===== src/rtl/io_exec.sv =====
// Two-word instruction sequencer moving words between a RAM and an in/out port pair (IN, OUT, HLT).
// Optional feature: define IO_EXEC_TRAP_EN to stop on illegal opcodes; otherwise they execute as 2-word NOPs.
module io_exec #(
  parameter int                    DATA_WIDTH = 16,
  parameter int                    ADDR_WIDTH = 16,
  parameter logic [ADDR_WIDTH-1:0] START_ADDR = '0
) (
  input  logic                  clk,
  input  logic                  rst_n,
  input  logic                  run,
  output logic [ADDR_WIDTH-1:0] mem_addr,
  output logic [DATA_WIDTH-1:0] mem_wdata,
  output logic                  mem_we,
  input  logic [DATA_WIDTH-1:0] mem_q,
  input  logic [DATA_WIDTH-1:0] in_data,
  input  logic                  in_valid,
  output logic                  in_ready,
  output logic [DATA_WIDTH-1:0] out_data,
  output logic                  out_valid,
  input  logic                  out_ready,
  output logic                  halted,
  output logic                  trap
);

  localparam logic [4:0] OP_IN  = 5'b01011;
  localparam logic [4:0] OP_OUT = 5'b01100;
  localparam logic [4:0] OP_HLT = 5'b01111;
  localparam logic [ADDR_WIDTH-1:0] PC_STEP = {{(ADDR_WIDTH-1){1'b0}}, 1'b1};

  typedef enum logic [2:0] {
    FETCH_OP,
    FETCH_ADR,
    IN_WAIT,
    OUT_RD,
    OUT_WAIT,
    HALT,
    TRAP
  } state_t;

  state_t                state;
  logic [ADDR_WIDTH-1:0] pc;
  logic [4:0]            opcode;
  logic [ADDR_WIDTH-1:0] operand;

  // The RAM writes on the same edge that ends IN_WAIT, so the write strobe is decoded, not registered.
  always_comb begin
    // NOTE: every combinational output gets a default first so no path leaves it unassigned (no latch).
    mem_addr  = pc;
    mem_wdata = in_data;
    mem_we    = 1'b0;
    in_ready  = 1'b0;
    case (state)
      IN_WAIT: begin
        mem_addr = operand;
        in_ready = 1'b1;
        mem_we   = in_valid;
      end
      OUT_RD:  mem_addr = operand;
      default: ;
    endcase
  end

  // NOTE: all state updates here use non-blocking assignments so every register sees pre-edge values.
  always_ff @(posedge clk or negedge rst_n) begin
    if (!rst_n) begin
      state     <= FETCH_OP;
      pc        <= START_ADDR;
      opcode    <= '0;
      operand   <= '0;
      out_data  <= '0;
      out_valid <= 1'b0;
      halted    <= 1'b0;
`ifdef IO_EXEC_TRAP_EN
      trap      <= 1'b0;
`endif
    end else begin
      case (state)
        FETCH_OP: begin
          if (run) begin
            opcode <= mem_q[15:11];
            pc     <= pc + PC_STEP;
            state  <= FETCH_ADR;
          end
        end
        FETCH_ADR: begin
          // The operand word is consumed for every opcode, HLT and illegal ones included.
          operand <= mem_q[ADDR_WIDTH-1:0];
          pc      <= pc + PC_STEP;
          case (opcode)
            OP_IN:  state <= IN_WAIT;
            OP_OUT: state <= OUT_RD;
            OP_HLT: begin
              state  <= HALT;
              halted <= 1'b1;
            end
            default: begin
`ifdef IO_EXEC_TRAP_EN
              state <= TRAP;
              trap  <= 1'b1;
`else
              state <= FETCH_OP;
`endif
            end
          endcase
        end
        IN_WAIT: begin
          if (in_valid) state <= FETCH_OP;
        end
        OUT_RD: begin
          out_data  <= mem_q;
          out_valid <= 1'b1;
          state     <= OUT_WAIT;
        end
        OUT_WAIT: begin
          if (out_ready) begin
            out_valid <= 1'b0;
            state     <= FETCH_OP;
          end
        end
        HALT: state <= HALT;
`ifdef IO_EXEC_TRAP_EN
        TRAP: state <= TRAP;
`endif
        default: state <= FETCH_OP;
      endcase
    end
  end

`ifndef IO_EXEC_TRAP_EN
  assign trap = 1'b0;
`endif

endmodule


===== config.mk =====
export PLATFORM = sky130hd
export DESIGN_NAME = io_exec
export DESIGN_NICKNAME = d
export VERILOG_FILES = /design/src/rtl/io_exec.sv
export SDC_FILE = /design/constraint.sdc
export NUM_CORES = 1
export LEC_CHECK = 0
export CAP_MARGIN = 20
export CORE_MARGIN = 5
export CORE_UTILIZATION = 49
export DETAILED_ROUTE_END_ITERATION = 10
export GPL_ROUTABILITY_DRIVEN = 0
export HOLD_SLACK_MARGIN = 0.1
export PLACE_DENSITY = 0.83
export SYNTH_ARGS = -nofsm -noshare
export SYNTH_HDL_FRONTEND = slang
export SYNTH_SLANG_ARGS = --single-unit

===== constraint.sdc =====
create_clock -name clk -period 4.5 [get_ports clk]
set_clock_uncertainty 0.05 [all_clocks]
set_input_delay 0.45 -clock clk [delete_from_list [all_inputs] [get_ports clk]]
set_output_delay 0.45 -clock clk [all_outputs]
set_load 0.02 [all_outputs]

==> results of run 1 <==
power groups by stage:
stage / sequential [µW] / clock (µW) / combinational, µW
after floorplan: 982 / 0 / 595
after global placement: 901 / 0 / 1000
after global routing: 940 / 457 / 1090
after detailed placement: 918 / 0 / 1030
after CTS: 910 / 424 / 1030
final: 909 / 413 / 1020
cell usage after synthesis, types with 3 or more instances:
| library cell | n | area, µm² |
|---|---|---|
| sky130_fd_sc_hd__a21oi_1 | 4 | 20.0 |
| sky130_fd_sc_hd__and2_1 | 3 | 18.8 |
| sky130_fd_sc_hd__buf_4 | 19 | 143 |
| sky130_fd_sc_hd__dfrtp_1 | 58 | 1450 |
| sky130_fd_sc_hd__inv_1 | 4 | 15.0 |
| sky130_fd_sc_hd__mux2_1 | 9 | 101 |
| sky130_fd_sc_hd__mux2_2 | 33 | 372 |
| sky130_fd_sc_hd__mux2_4 | 9 | 135 |
| sky130_fd_sc_hd__nand2_1 | 7 | 26.3 |
| sky130_fd_sc_hd__nand3_1 | 5 | 25.0 |
| sky130_fd_sc_hd__nand4_1 | 3 | 18.8 |
| sky130_fd_sc_hd__nor2_1 | 6 | 22.5 |
| sky130_fd_sc_hd__nor3_1 | 6 | 30.0 |
| sky130_fd_sc_hd__o21ai_0 | 4 | 20.0 |
| sky130_fd_sc_hd__xnor2_1 | 7 | 61.3 |
| sky130_fd_sc_hd__xor2_1 | 9 | 78.8 |
cell type report:
cell class              instances  area (µm²)  share of cell area, %
multi-input cells             126        1110                   32.7
inverters                       4        15.0                  0.441
well taps                      72        90.1                   2.65
flip-flops and latches         58        1450                   42.7
repair buffers                 57         563                   16.6
clock buffers                  12         155                   4.56
clock inverters                 3        15.0                  0.441
routing by layer:
metal	GRT usage, %	part of all wire (%)	vias to the layer above
li1	-	-	803
met3	6.89	6.0	10
met1	19.4	42	834
met5	0	0	-
met2	26.6	51	47
met4	5.61	1.1	0
sequential cells by signal, summed over array words and instances (netlist names):
signal and flops:
out_data 16, opcode 5, state 3, halted 1, out_valid 1, operand 16
pc 16
critical path, cell delays in order (launching register included):
cell and delay, ns:
sky130_fd_sc_hd__dfrtp_1 0.45, sky130_fd_sc_hd__and2b_1 0.75, sky130_fd_sc_hd__nor2b_1 0.32, sky130_fd_sc_hd__and2_1 0.17, sky130_fd_sc_hd__clkdlybuf4s50_1 0.60
through the flow:
| stage | instance area (µm²) | hold WS [ns] | power, µW | util (%) | cells |
|---|---|---|---|---|---|
| 2_1_floorplan | 2750 | 0.104 | 1580 | - | 211 |
| 3_3_place_gp | 3230 | 0.402 | 1900 | 59.1 | 317 |
| 3_5_place_dp | 3230 | 0.406 | 1950 | 59.1 | 317 |
| 4_1_cts | 3400 | 0.230 | 2370 | 62.2 | 332 |
| 5_1_grt | 3400 | 0.267 | 2480 | 62.2 | 332 |
| 6_report | 3400 | 0.195 | 2340 | 62.2 | 332 |
cells by family after synthesis:
logic type               share of synthesized area [%]
flip-flops                                        52.8
multiplexers                                      22.1
AND/OR/NAND/NOR                                   10.1
buffers and inverters                             6.78
XOR/XNOR                                          5.10
AO/OA/AOI/OAI                                     2.55
adder cells (fa/ha/maj)                          0.455
other                                            0.136
final timing paths:
check	endpoint	slack, ns
setup / recovery	mem_we	1.38
hold / removal	out_valid	0.19
setup reg to reg	out_data[5]	2.18
hold reg to reg	pc[15]	0.42
max in group asynchronous	operand[15]	3.71
min in group clk	pc[15]	0.42
==> results.txt, run 1 <==
The total number of vias came out at 1694. Counting flops with a built-in enable in the synthesized netlist gives 0. The number of routed nets with antenna violations came out at 0.

The total internal power came out at 1530 µW. The path type of the worst setup path is reg2out. The routed design has 5.30 mm of wire. Leaving out fill and tap cells, the most frequent cell in the layout is sky130_fd_sc_hd__dfrtp_1. The final max-slew violation count is 0. The cell count after synthesis came out at 211. The critical path starts at state[2]. In the routed layout, each cell is associated on average with a via count of 5.10.

Dividing the final minimum period by the clock period gives 69.3%. The final-layout setup total negative slack is 0 ns. The number of synthesized register bits is 58. The starting density of the core is 50.3%. The switching power total is 809 µW. The total power per unit cell area came out at 688 nW/µm². In this run, CTS created clock tree buffers numbering 9.

Setup violations remaining at the end of the flow were counted as 0. The vertical die dimension is 84.9 µm. For the worst setup path, the data required time is 4.00 ns. The number of clock sinks is 58. The diode insertion count for antenna repair came out at 0. The async set-reset flop share out of synthesis came out at 100%. The remaining global-route overflow came out at 0. Registers are responsible for 38.9% of the overall power.

The number of setup buffers added after CTS is 0. The area of the mapped netlist came out at 2750 µm². For this run, the post-layout net count is 294.

The post-cts sizing count came out at 0. The maximum vdd drop is 0.366 mV. The clock period minus final worst setup slack came out at 3.12 ns.

The I/O pin total came out at 90. After clock tree synthesis, the clock-pin slew on the worst setup and hold paths is 0.07 ns. The data arrival time of the worst path is 2.62 ns. The die covers 7210 µm². The pin count of the biggest net entering global routing came out at 59. The worst hold path belongs to the class in2async.

The first global-routing pass estimated 9.13 mm of wire. For this run, the detailed router's first-pass iteration total came to 4. The count of hold-fix buffers inserted at cts is 0.

The worst slack at placement came out at 1.75 ns. The worst-skew pair later-pin latency is 0.33 ns. The tool flagged a number of max-cap violations equal to 0. In this run the deepest clock path goes through 2 buffers. The total of buffers placed on input and output ports came out at 56.

The unique cell type count in the Yosys netlist is 38. Cells with a size suffix above 1 make up 25.4% of the layout. The final critical-path setup slack is 1.38 ns. Among all flip-flop cells after synthesis, the most frequent one is sky130_fd_sc_hd__dfrtp_1. The startpoint of the worst register-to-register path is state[2].

STA classifies the critical path startpoint as a flip-flop. The area added between synthesis and finish is 23.7%. The top fanout value on the critical path came out at 21. The via count of the first global-routing pass is 1867. The mean post-synth cell area is 13.0 µm².

The proportion of total power due to net switching came out at 34.6%. Global routing used 16.3% of the available tracks. Static timing analysis puts the maximum clock frequency at 321 MHz.

The number of nets produced by synthesis is 249. The yosys synthesis warning count is 0. At the pin with the least slew margin, the transition time is 1.04 ns. The sequential cell area fraction in the yosys report came out at 52.8%. The cell sitting at the root of the clock tree is a sky130_fd_sc_hd__clkbuf_8. The run finished with clean final reports.

The total number of placement rows came out at 27. The floorplan core area is 5470 µm². The count of H-tree levels built during CTS came out at 3.

After detailed routing, the number of remaining DRC violations is 0. Combinational logic is responsible for 43.5% of the overall power. The clock tree from TritonCTS is built. The initial antenna violation count came out at 0. The count of routing violations after the opening detailed-route iteration is 61. The clock group share of total power came out at 17.7%. Once detailed placement completed, the half-perimeter wirelength came to 3.75 mm. The worst slew margin relative to its limit came out at 30.6%. The floorplan step set the die width to 84.9 µm. In the layout the commonest cells are sky130_fd_sc_hd__dfrtp_1, sky130_fd_sc_hd__clkdlybuf4s50_1, sky130_fd_sc_hd__mux2_2, sky130_fd_sc_hd__clkbuf_8.

Counting the fill cells in the layout gives 426. The category of the worst setup path capture point is an output pin. In this run the static leakage power is 0.00148 µW. The number of hold violations in the final report came out at 0. The number of cell instances on the worst register-to-register path is 3. Setup repair after global routing left no endpoint under its margin. After detailed routing, the average wire length per cell comes to 16.0 µm.
(Power assumes the default switching activity.)
==> run 2, diff against run 1 <==
--- a/config.mk
+++ b/config.mk
@@ -7,11 +7,11 @@
 export LEC_CHECK = 0
 export CAP_MARGIN = 20
 export CORE_MARGIN = 5
-export CORE_UTILIZATION = 49
+export CORE_UTILIZATION = 46
 export DETAILED_ROUTE_END_ITERATION = 10
 export GPL_ROUTABILITY_DRIVEN = 0
 export HOLD_SLACK_MARGIN = 0.1
-export PLACE_DENSITY = 0.83
+export PLACE_DENSITY = 0.78
 export SYNTH_ARGS = -nofsm -noshare
 export SYNTH_HDL_FRONTEND = slang
 export SYNTH_SLANG_ARGS = --single-unit
==> constraint.sdc (replaced) <==
create_clock -name clk -period 2.9 [get_ports clk]
set_clock_uncertainty 0.05 [all_clocks]
set_input_delay 0.29 -clock clk [delete_from_list [all_inputs] [get_ports clk]]
set_output_delay 0.29 -clock clk [all_outputs]
set_load 0.02 [all_outputs]
==> results.txt, run 2 (same netlist as run 1, synthesis figures left out) <==
The flow ran to the end, and the final reports show no timing, DRC or antenna violations. The setup path with the least slack is of type reg2out. The count of H-tree levels built during CTS is 3 (unchanged). Setup repair after global routing left no endpoint under its margin. The worst hold path belongs to the class reg2reg.

The initial antenna violation count was 0 (unchanged). In the layout the commonest cells are sky130_fd_sc_hd__dfrtp_1, sky130_fd_sc_hd__clkdlybuf4s50_1, sky130_fd_sc_hd__mux2_2, sky130_fd_sc_hd__clkbuf_8. The total number of placement rows came out at 28 (+3.7%). The via count of the first global-routing pass is 1917 (+2.7%). The worst setup path is captured at an output pin. The worst-path cell with the longest stage delay is sky130_fd_sc_hd__clkdlybuf4s50_1. The total of endpoints with negative setup slack in the final report is 0 (unchanged). The total of fill cells in the finished design is 481 (+13%). TritonCTS built the clock tree. The via count normalized by instance count came to 5.07 (-0.68%).

The number of routed nets with antenna violations came out at 0 (unchanged). The overall die area is 7620 µm² (+5.7%). The number of clock sinks came out at 58 (unchanged). The global router's overall resource usage came out at 16.1% (-0.22 points). The total buffers and inverters traversed by the critical path is 2 (+1). The max-cap check violation count came out at 0 (unchanged). The I/O pin total came out at 90 (unchanged). The core utilization of the finished layout came out at 60.2% (-2.0 points). The post-cts sizing count was 0 (unchanged).

The total power per unit cell area came out at 1110 nW/µm² (+62%). In the final layout, the registers with the most flip-flops are operand (16), out_data (16), pc (16). The final net count is 298 (+1.4%). The worst slew margin relative to its limit is 38.3% (+7.8 points).

The top fanout value on the critical path came to 20 (-4.8%). The maximum clock insertion buffer count came to 2 (unchanged). The first-pass iteration count of the detailed router was 4 (unchanged).

The clock slew at the register clock pins of the worst setup and hold paths came out at 0.06 ns (about the same). The count of unresolved DRC violations after routing came out at 0 (unchanged). The data arrival time of the worst path came out at 2.21 ns (-0.41 ns). The highest clock rate came out at 393 MHz. The diode insertion count for antenna repair is 0 (unchanged). The number of buffers inserted to repair setup after CTS was 0 (unchanged). The static leakage is 0.00154 µW (+3.8%). The final critical-path share of the clock period is 87.8%. The remaining global-route overflow was 0 (unchanged).

The average detailed-routed wire length per instance is 15.8 µm (-0.92%). The floorplan core area came out at 5850 µm² (+6.9%). The signal on the critical path passes through and2b_1 > buf_4 > mux2_2 > clkdlybuf4s50_1.

The total clock buffers created by CTS came out at 9 (unchanged). The number of hold violations in the final report is 0 (unchanged). The cell family contributing the most delay on the critical path is buffers and inverters. The worst path required time came out at 2.56 ns (-1.44 ns).

The highest cell delay on the worst timing path is 0.54 ns (-0.21 ns). The placed wire-length estimate is 3.78 mm (+1.0%). The total number of vias was 1723 (+1.7%). CTS placed an instance of sky130_fd_sc_hd__clkbuf_8 at the clock tree root. The transition time at the pin with the least slew margin came out at 0.925 ns (-0.117 ns). The first-pass GRT wire length came out at 9.26 mm (+1.4%).

The vertical die dimension is 87.3 µm (+2.8%). The count of hold-fix buffers inserted at cts was 1 (+1). The area added between synthesis and finish came out at 28.0%. The fraction of final layout cells sized beyond drive strength 1 is 26.8% (+1.4 points).

The worst-skew pair later-pin latency came to 0.34 ns (about the same). The maximum vdd drop is 0.575 mV (+57%). The chip width came out at 87.3 µm (+2.8%). The starting density of the core came out at 47.0% (-3.2 points).

The final max-slew violation count is 0 (unchanged). The library cell used most frequently in the layout, excluding fill and tap cells, is sky130_fd_sc_hd__dfrtp_1. The kind of start point of the critical path is a flip-flop. The total wire length after detailed routing is 5.38 mm (+1.5%). The final-layout setup total negative slack came to 0 ns (unchanged). The count of placed standard cells in the final layout, fillers left out came out at 340 (+2.4%). The pin count of the biggest net entering global routing came to 42 (-29%). For the finished layout, the period the worst path requires is 2.55 ns. The count of routing violations after the opening detailed-route iteration came out at 40 (-34%). The total of buffers placed on input and output ports is 56 (unchanged). The number of cells in the design after placement came out at 323 (+1.9%).
run 2: cell count changes in the layout (fill, tap and decap cells not counted):
cell / change
sky130_fd_sc_hd__clkbuf_1: -1
sky130_fd_sc_hd__buf_4: +3
sky130_fd_sc_hd__dlygate4sd3_1: +1
sky130_fd_sc_hd__bufinv_16: +3
sky130_fd_sc_hd__clkinv_2: -1
run 2: path summary, 6_finish.rpt:
check / start / to / slack (ns) / depth (start not counted)
hold / removal: halted / halted / 0.43 / 1
max in group asynchronous: rst_n / out_data[6] / 1.52 / 3
setup / recovery: state[2] / mem_addr[6] / 0.35 / 4
hold reg to reg: halted / halted / 0.43 / 1
min in group asynchronous: rst_n / out_data[15] / 0.58 / 2
setup reg to reg: state[2] / out_data[5] / 0.99 / 4
run 2: routing by layer:
layer  up-vias  GRT usage [%]  share of wire [%]
met5         -              0                  0
met4         0           7.53                1.9
met3         9           6.43                7.1
met2        60           26.4                 50
met1       844           18.3                 41
li1        810              -                  -
run 2: power by group:
part	internal, µW	switching [µW]	total, µW
clock network	614	314	928
logic	881	701	1580
registers	1160	250	1410
total	2650	1260	3920
run 2: stage by stage:
step           cell area [µm²]  setup slack [ns]  power [µW]  hold slack (ns)
6_report                  3520             0.354        3920            0.428
5_1_grt                   3520             0.247        4160            0.452
4_1_cts                   3520             0.334        3960            0.431
3_5_place_dp              3260             0.713        3020            0.413
3_3_place_gp              3260             0.732        2980            0.422
2_1_floorplan             2750             0.961        2450          -0.0556
run 2: final cells by class:
cell class | count | area, µm² | area share [%]
flip-flops and latches | 58 | 1450 | 41.2
clock buffers | 11 | 151 | 4.30
well taps | 75 | 93.8 | 2.67
multi-input cells | 126 | 1110 | 31.6
repair buffers | 61 | 596 | 16.9
inverters | 4 | 15.0 | 0.427
clock inverters | 5 | 100 | 2.84
